### src/rtl/carry_chain_pipelined.sv
// Pipelined mux-carry chain: one register stage per SEG-bit segment, with P/G
// skew and sum de-skew registers so every sum bit and Co of a set emerge together.
module carry_chain_pipelined #(
  parameter int WIDTH = 16,
  parameter int SEG   = 4
) (
  input  logic             clk,
  input  logic             rst_n,
  input  logic             in_valid,
  output logic             in_ready,
  input  logic [WIDTH-1:0] P,
  input  logic [WIDTH-1:0] G,
  input  logic             Ci,
  output logic             out_valid,
  input  logic             out_ready,
  output logic [WIDTH-1:0] S,
  output logic             Co
);

  localparam int STAGES = WIDTH / SEG;

  if (SEG < 1 || WIDTH < 1 || (WIDTH % SEG) != 0) begin : g_param_check
    $error("carry_chain_pipelined: WIDTH must be a positive multiple of SEG");
  end

  logic              adv;
  logic [STAGES-1:0] valid_d, valid_q;
  logic [STAGES-1:0] seg_cout;

  // One global enable: the whole pipe moves or the whole pipe holds.
  assign adv       = out_ready | ~out_valid;
  assign in_ready  = adv;
  assign out_valid = valid_q[STAGES-1];
  assign Co        = seg_cout[STAGES-1];

  always_comb begin
    valid_d    = valid_q;
    valid_d[0] = adv ? in_valid : valid_q[0];
    for (int k = 1; k < STAGES; k++) begin
      valid_d[k] = adv ? valid_q[k-1] : valid_q[k];
    end
  end

  always_ff @(posedge clk or negedge rst_n) begin
    if (!rst_n) valid_q <= '0;
    else        valid_q <= valid_d;
  end

  for (genvar j = 0; j < STAGES; j++) begin : g_seg
    // Sum bits of segment j still need STAGES-1-j de-skew advances after stage j.
    localparam int SD = STAGES - j;

    logic [SEG-1:0] p_use, g_use, sum_d;
    logic [SEG:0]   c_chain;
    logic           cin, carry_d, carry_q;
    logic [SEG-1:0] s_dly_d [SD];
    logic [SEG-1:0] s_dly_q [SD];

    if (j == 0) begin : g_head
      assign p_use = P[SEG-1:0];
      assign g_use = G[SEG-1:0];
      assign cin   = Ci;
    end else begin : g_skew
      logic [SEG-1:0] p_sk_d [j];
      logic [SEG-1:0] p_sk_q [j];
      logic [SEG-1:0] g_sk_d [j];
      logic [SEG-1:0] g_sk_q [j];

      always_comb begin
        p_sk_d = p_sk_q;
        g_sk_d = g_sk_q;
        if (adv) begin
          p_sk_d[0] = P[j*SEG +: SEG];
          g_sk_d[0] = G[j*SEG +: SEG];
          for (int i = 1; i < j; i++) begin
            p_sk_d[i] = p_sk_q[i-1];
            g_sk_d[i] = g_sk_q[i-1];
          end
        end
      end

      always_ff @(posedge clk or negedge rst_n) begin
        if (!rst_n) begin
          for (int i = 0; i < j; i++) begin
            p_sk_q[i] <= '0;
            g_sk_q[i] <= '0;
          end
        end else begin
          p_sk_q <= p_sk_d;
          g_sk_q <= g_sk_d;
        end
      end

      assign p_use = p_sk_q[j-1];
      assign g_use = g_sk_q[j-1];
      assign cin   = seg_cout[j-1];
    end

    // Plain mux-carry ripple inside the segment; no lookahead.
    always_comb begin
      sum_d      = '0;
      c_chain    = '0;
      c_chain[0] = cin;
      for (int b = 0; b < SEG; b++) begin
        sum_d[b]     = p_use[b] ^ c_chain[b];
        c_chain[b+1] = p_use[b] ? c_chain[b] : g_use[b];
      end
      carry_d = adv ? c_chain[SEG] : carry_q;
    end

    always_comb begin
      s_dly_d = s_dly_q;
      if (adv) begin
        s_dly_d[0] = sum_d;
        for (int i = 1; i < SD; i++) begin
          s_dly_d[i] = s_dly_q[i-1];
        end
      end
    end

    always_ff @(posedge clk or negedge rst_n) begin
      if (!rst_n) begin
        carry_q <= 1'b0;
        for (int i = 0; i < SD; i++) s_dly_q[i] <= '0;
      end else begin
        carry_q <= carry_d;
        s_dly_q <= s_dly_d;
      end
    end

    assign seg_cout[j]       = carry_q;
    assign S[j*SEG +: SEG]   = s_dly_q[SD-1];
  end

endmodule

### config.mk
export PLATFORM = sky130hd
export DESIGN_NAME = carry_chain_pipelined
export DESIGN_NICKNAME = d
export VERILOG_FILES = /design/src/rtl/carry_chain_pipelined.sv
export SDC_FILE = /design/constraint.sdc
export NUM_CORES = 1
export LEC_CHECK = 0
export ABC_AREA = 1
export ABC_CLOCK_PERIOD_IN_PS = 2900
export CORE_UTILIZATION = 60
export CTS_BUF_LIST = sky130_fd_sc_hd__clkbuf_2 sky130_fd_sc_hd__clkbuf_4 sky130_fd_sc_hd__clkbuf_8
export DETAILED_ROUTE_END_ITERATION = 6
export PLACE_DENSITY = 0.95
export SYNTH_ARGS = -nofsm -noshare
export SYNTH_HDL_FRONTEND = slang
export SYNTH_SLANG_ARGS = --single-unit
### constraint.sdc
create_clock -name clk -period 2.9 [get_ports clk]
set_clock_uncertainty 0.15 [all_clocks]
set_input_delay 0.29 -clock clk [delete_from_list [all_inputs] [get_ports clk]]
set_output_delay 0.29 -clock clk [all_outputs]
set_load 0.005 [all_outputs]
==> impl_metrics.tcl, run 1 <==
set metrics [dict create \
    status "complete, but fails checks" \
    violations "design-rule violations" \
    final_nets 551 \
    placed_area_um2 4480 \
    chipHeight_um 83.9 \
    yosysWarnings 0 \
    ir_drop_mv 0.568 \
    synth_most_common_cell "nand2_1" \
    drt_iter0_drc 148 \
    r2r_end "Co$_DFFE_PN0P_" \
    rows 29 \
    fp.dieArea_um2 7050 \
    routed_wl_mm 7.58 \
    drc 5 \
    dpl.hpwl_mm 4.95 \
    cts_buffer_depth 2 \
    whs_ps 311 \
    tightest_slew_ps 740 \
    clk-insertion-delay-late_ps 350 \
    slew_headroom 0.507 \
    power_leakage_nw 2.45 \
    tns_ps 0 \
    ys_top_cells_by_count "nand2_1 (246), dfrtp_1 (96), inv_1 (28)" \
    cts_setup_buffers 0 \
    antenna_found_initial 0 \
    grt_pass1_wl_mm 13.2 \
    initial_utilization 0.627 \
    place_ws_ps 861 \
    htreeDepth 3 \
    synthTopCellsByArea "dfrtp_1 (60%), nand2_1 (23%), o21ai_0 (3.1%)" \
    n_antenna_cell 0 \
    utilization 0.730 \
    route.vias.total 3030 \
    core_area_um2 6420 \
    grt_overflow_total 0 \
    syn_nets 512 \
    whs_path_depth 3 \
    grt_pass1_vias 3015 \
    start_kind "flop" \
    yosys.area.top_type "dfrtp_1" \
    crit-reg2reg-launch "valid_q[3]$_DFFE_PN0P_" \
    io_buffers 55 \
    ys_seq_elements 96 \
    synth-main-ff-cell "dfrtp_1" \
    hold_viol_final 0 \
    cap_violations 0 \
    powerDensity_nw_per_um2 979 \
    postSynthAreaPerCell_um2 8.48 \
    ant_nets 0 \
    pin_count 56 \
    cp-end-kind "output port" \
    cts_root_buf "clkbuf_8" \
    synth.yosys.seq_area_share 0.596 \
    postSynthCellCount 475 \
    vias_per_cell 5.08 \
    worstPathArrival_ps 1460 \
    ctsResizeCount 0 \
    wl_per_cell_um 12.7 \
    yosys.cell_types.count 18 \
    ff2ff_path_depth 7 \
    cts_inserted_buffers 9 \
    slew_viol_final 0 \
    synthToLayoutAreaGrowth_pct 16.4 \
    crit_type "flop to output port" \
    clkTransAtPathRegs_ps 90 \
    min_to "g_seg[3].g_skew.g_sk_q[10]$_DFFE_PN0P_" \
    grtUsageTotal 0.238 \
    gp_routability_congestion 0.798 \
    synth_area_um2 4030 \
    drt_first_pass_iters 7 \
    period_minus_slack_ps 1900 \
    rrSetupSlack_ps 1220 \
    drive_above_1_share 0.0482 \
    min-delay-start "G[14]" \
    setup_viol 0 \
    synth_edf_count 0 \
    required_ps 2460 \
    fin_ws_ps 1000 \
    hp-class "input port to flop" \
    synth_top_cell_area_share 0.596 \
    cts_tree "done" \
    rsz0062_at_grt "no" \
    die_w_um 83.9 \
    period_share 0.655 \
    cp_max_fo 3 \
    cts_sinks 96 \
    synthArstFlopShare 1.00 \
    grt_max_degree 74 \
    postLayoutCellArea_um2 4690 \
    fmax_mhz 526 \
]
## logic make-up after synthesis
group	Yosys count	share of synthesized area
xor gates and xnor gates	1	0.00217
AOI/OAI and AO/OA	44	0.0575
DFF	96	0.596
and+or+nand+nor	272	0.259
buffers and inverters	62	0.0848
## repair_timing
item	CTS	global route
hold buffers	1	0
setup endpoints to repair	0	0
hold endpoints to repair	58	0
## where the power goes
part / total, W / leakage, nW / switching, W / internal (W)
sequential: 0.00223 / 1.16 / 0.000323 / 0.00191
combinational: 0.00151 / 1.19 / 0.000862 / 0.000646
clock: 0.000853 / 0.103 / 0.000453 / 0.000400
total: 0.00459 / 2.45 / 0.00164 / 0.00295
## flip-flops by register name (all words and copies together), names as in the netlist, 3 cells and up
register,count
valid_q,4
g_seg.carry_q,3
g_seg.g_use,8
S,12
g_seg.s_dly_q,28
g_seg.p_use,8
g_seg.g_skew.g_sk_q,16
g_seg.g_skew.p_sk_q,16
## per-layer routing
layer / up-vias / wire length (um) / share of wire / track usage
met5: - / 0 / 0 / 0
li1: 1516 / - / - / -
met4: 0 / 88 / 0.012 / 0.0893
met1: 1428 / 3210 / 0.42 / 0.300
met3: 10 / 371 / 0.049 / 0.0613
met2: 76 / 3900 / 0.52 / 0.399
## placed cells by master (no fill, tap or decap), types with 2 or more instances in the layout
master           count
nand2_1            246
dfrtp_1             96
clkdlybuf4s50_1     54
inv_1               28
o21ai_0             25
nand3_1             13
nor2_1              10
clkbuf_8             9
a21oi_1              7
a31oi_1              7
buf_4                6
clkinv_2             4
o21ai_1              4
clkinv_4             2
## cell type report
class	instances	area, um^2
clock buffer	9	124
multi-input combinational	317	1290
clock inverter	7	71.3
tap	77	96.3
fill	458	1730
timing repair buffer	61	596
inverter	29	110
sequential	96	2400
## worst max-delay path by stage
| stage | endpoint | slack (ps) | startpoint |
|---|---|---|---|
| floorplan | valid_q[3]$_DFFE_PN0P_ | 1620 | valid_q[3]$_DFFE_PN0P_ |
| global placement | g_seg[1].carry_q$_DFFE_PN0P_ | 920 | out_ready |
| detailed placement | Co$_DFFE_PN0P_ | 860 | out_ready |
| CTS | in_ready | 980 | valid_q[3]$_DFFE_PN0P_ |
| global route | in_ready | 920 | valid_q[3]$_DFFE_PN0P_ |
| finish | in_ready | 1000 | valid_q[3]$_DFFE_PN0P_ |
## through the flow
| stage | total power (W) | instances |
|---|---|---|
| after CTS | 0.00462 | 596 |
| after detailed placement | 0.00373 | 579 |
| final | 0.00459 | 596 |
| after global placement | 0.00362 | 579 |
| after floorplan | 0.00328 | 475 |
| after global routing | 0.00495 | 596 |
## critical path, stage by stage (launching register included)
cell and delay [ps]:
dfrtp_1 380, inv_1 90, nor2_4 50, clkinv_2 50, clkdlybuf4s50_1 530
(Power assumes the default switching activity.)
==> inputs of run 2 (changes only) <==
--- a/config.mk
+++ b/config.mk
@@ -6,11 +6,11 @@
 export NUM_CORES = 1
 export LEC_CHECK = 0
 export ABC_AREA = 1
-export ABC_CLOCK_PERIOD_IN_PS = 2900
-export CORE_UTILIZATION = 60
+export ABC_CLOCK_PERIOD_IN_PS = 1900
+export CORE_UTILIZATION = 56
 export CTS_BUF_LIST = sky130_fd_sc_hd__clkbuf_2 sky130_fd_sc_hd__clkbuf_4 sky130_fd_sc_hd__clkbuf_8
 export DETAILED_ROUTE_END_ITERATION = 6
-export PLACE_DENSITY = 0.95
+export PLACE_DENSITY = 0.91
 export SYNTH_ARGS = -nofsm -noshare
 export SYNTH_HDL_FRONTEND = slang
 export SYNTH_SLANG_ARGS = --single-unit
==> constraint.sdc (replaced) <==
create_clock -name clk -period 1.9 [get_ports clk]
set_clock_uncertainty 0.15 [all_clocks]
set_input_delay 0.19 -clock clk [delete_from_list [all_inputs] [get_ports clk]]
set_output_delay 0.19 -clock clk [all_outputs]
set_load 0.005 [all_outputs]
==> impl_metrics.tcl, run 2 (synthesized netlist as in run 1, its figures left out) <==
set metrics [dict create \
    tns_ps 0 \
    final_nets 553 \
    p_int_w 0.00470 \
    regMostFlops "g_seg.s_dly_q" \
    n_antenna_cell 0 \
    cp-end-kind "output port" \
    status "complete, no violations" \
    worstPathArrival_ps 1480 \
    antenna_found_initial 0 \
    drive_above_1_share 0.0518 \
    seqCellArea_um2 2400 \
    pwr-share-seq 0.474 \
    slew_viol_final 0 \
    htreeDepth 3 \
    crit_type "flop to output port" \
    required_ps 1560 \
    period_share 0.955 \
    largest_reg_flops 28 \
    drt_iter0_drc 176 \
    reg.largest.list "g_seg.s_dly_q x28, g_seg.g_skew.g_sk_q x16, g_seg.g_skew.p_sk_q x16" \
    route.vias.total 3043 \
    hold_viol_final 0 \
    clk-insertion-delay-late_ps 360 \
    multi_input_area_um2 1290 \
    pwr-share-clk 0.203 \
    grt_max_degree 74 \
    die_w_um 86.8 \
    chipHeight_um 86.8 \
    clkTransAtPathRegs_ps 90 \
    powerDensity_nw_per_um2 1500 \
    ctsResizeCount 0 \
    setup_viol 0 \
    hp-class "input port to flop" \
    gp_routability_congestion 0.761 \
    initial_utilization 0.587 \
    tightest_slew_ps 604 \
    grtUsageTotal 0.231 \
    slew_headroom 0.598 \
    wl_per_cell_um 12.2 \
    path_buf_inv 3 \
    routed_wl_mm 7.53 \
    io_buffers 55 \
    cts_buffer_depth 2 \
    period_minus_slack_ps 1820 \
    cp_max_fo 4 \
    ir_drop_mv 0.716 \
    p_switching_w 0.00248 \
    power_leakage_nw 2.48 \
    slowest_delay_ps 460 \
    cts_sinks 96 \
    layout_commonest_cell "nand2_1" \
    grt_pass1_vias 3087 \
    p_sw_frac 0.345 \
    postLayoutCellArea_um2 4800 \
    start_kind "flop" \
    pin_count 56 \
    rows 30 \
    placed_area_um2 4550 \
    cts_inserted_buffers 9 \
    mostFrequentLayoutCells "nand2_1 (246), dfrtp_1 (96), clkdlybuf4s50_1 (54)" \
    whs_ps 205 \
    grt_overflow_total 0 \
    cts_tree "done" \
    fp.dieArea_um2 7540 \
    ant_nets 0 \
    crit_family "buffers and inverters" \
    utilization 0.698 \
    synthToLayoutAreaGrowth_pct 19.0 \
    cp_cell_sequence "inv_1 -> nor2_4 -> clkinv_2 -> clkdlybuf4s50_1" \
    cts_root_buf "clkbuf_8" \
    core_area_um2 6870 \
    fmax_mhz 551 \
    drc 0 \
    grt_pass1_wl_mm 13.2 \
    dpl.hpwl_mm 5.09 \
    rsz0062_at_grt "no" \
    filler_cell_count 545 \
    cap_violations 0 \
    cp_slowest_cell "clkdlybuf4s50_1" \
    combinationalPowerShare 0.323 \
    vias_per_cell 4.93 \
    drt_first_pass_iters 4 \
]
==> run 2: routing by layer <==
layer,GRT usage,part of all wire
met1,0.271,0.44
met2,0.404,0.50
met3,0.0400,0.029
met4,0.130,0.027
met5,0,0
==> run 2: worst paths after layout <==
check	from	endpoint	slack, ps	depth (start not counted)
min in group asynchronous	rst_n	S[1]$_DFFE_PN0P_	220	2
hold / removal	P[15]	g_seg[3].g_skew.p_sk_q[11]$_DFFE_PN0P_	200	3
hold reg to reg	g_seg[3].g_skew.g_sk_q[9]$_DFFE_PN0P_	g_seg[3].g_skew.g_sk_q[5]$_DFFE_PN0P_	320	2
setup reg to reg	valid_q[3]$_DFFE_PN0P_	g_seg[1].carry_q$_DFFE_PN0P_	430	7
max in group asynchronous	rst_n	g_seg[2].s_dly_q[5]$_DFFE_PN0P_	780	3
setup / recovery	valid_q[3]$_DFFE_PN0P_	in_ready	80	4
==> run 2: worst register-to-register path: cells and delay by family, from the launching register on <==
family / cells / cell delay [ps]
buffers and inverters: 3 / 470
flip-flops: 1 / 350
AND/OR/NAND/NOR: 2 / 230
AO/OA/AOI/OAI: 2 / 170
==> run 2: power groups by stage <==
| stage | clock [W] | combinational, W | sequential, W |
|---|---|---|---|
| final | 0.00146 | 0.00231 | 0.00340 |
| after global routing | 0.00159 | 0.00268 | 0.00350 |
| after CTS | 0.00149 | 0.00233 | 0.00340 |
| after detailed placement | 0 | 0.00230 | 0.00344 |
| after global placement | 0 | 0.00218 | 0.00340 |
| after floorplan | 0 | 0.00170 | 0.00331 |
==> run 2: metrics by stage <==
| step | cells | setup WS (ps) | total power [W] |
|---|---|---|---|
| 6_report | 617 | 84.9 | 0.00717 |
| 5_1_grt | 617 | 2.25 | 0.00776 |
| 4_1_cts | 616 | 29.5 | 0.00723 |
| 3_5_place_dp | 599 | 161 | 0.00574 |
| 3_3_place_gp | 599 | 159 | 0.00558 |
| 2_1_floorplan | 475 | 618 | 0.00501 |
==> run 2: what timing repair did <==
| action | in CTS | in global routing |
|---|---|---|
| hold buffers | 1 | 0 |
| hold endpoints to repair | 43 | 0 |
| setup endpoints to repair | 0 | 1 |
| buffers inserted | 0 | 1 |
==> run 2: area by class of cell <==
| cell class | count | share of cell area |
|---|---|---|
| Tap cell | 96 | 0.0250 |
| Clock buffer | 10 | 0.0274 |
| Sequential cell | 96 | 0.501 |
| Multi-Input combinational cell | 317 | 0.269 |
| Clock inverter | 6 | 0.0196 |
| Timing Repair Buffer | 63 | 0.135 |
| Inverter | 29 | 0.0230 |
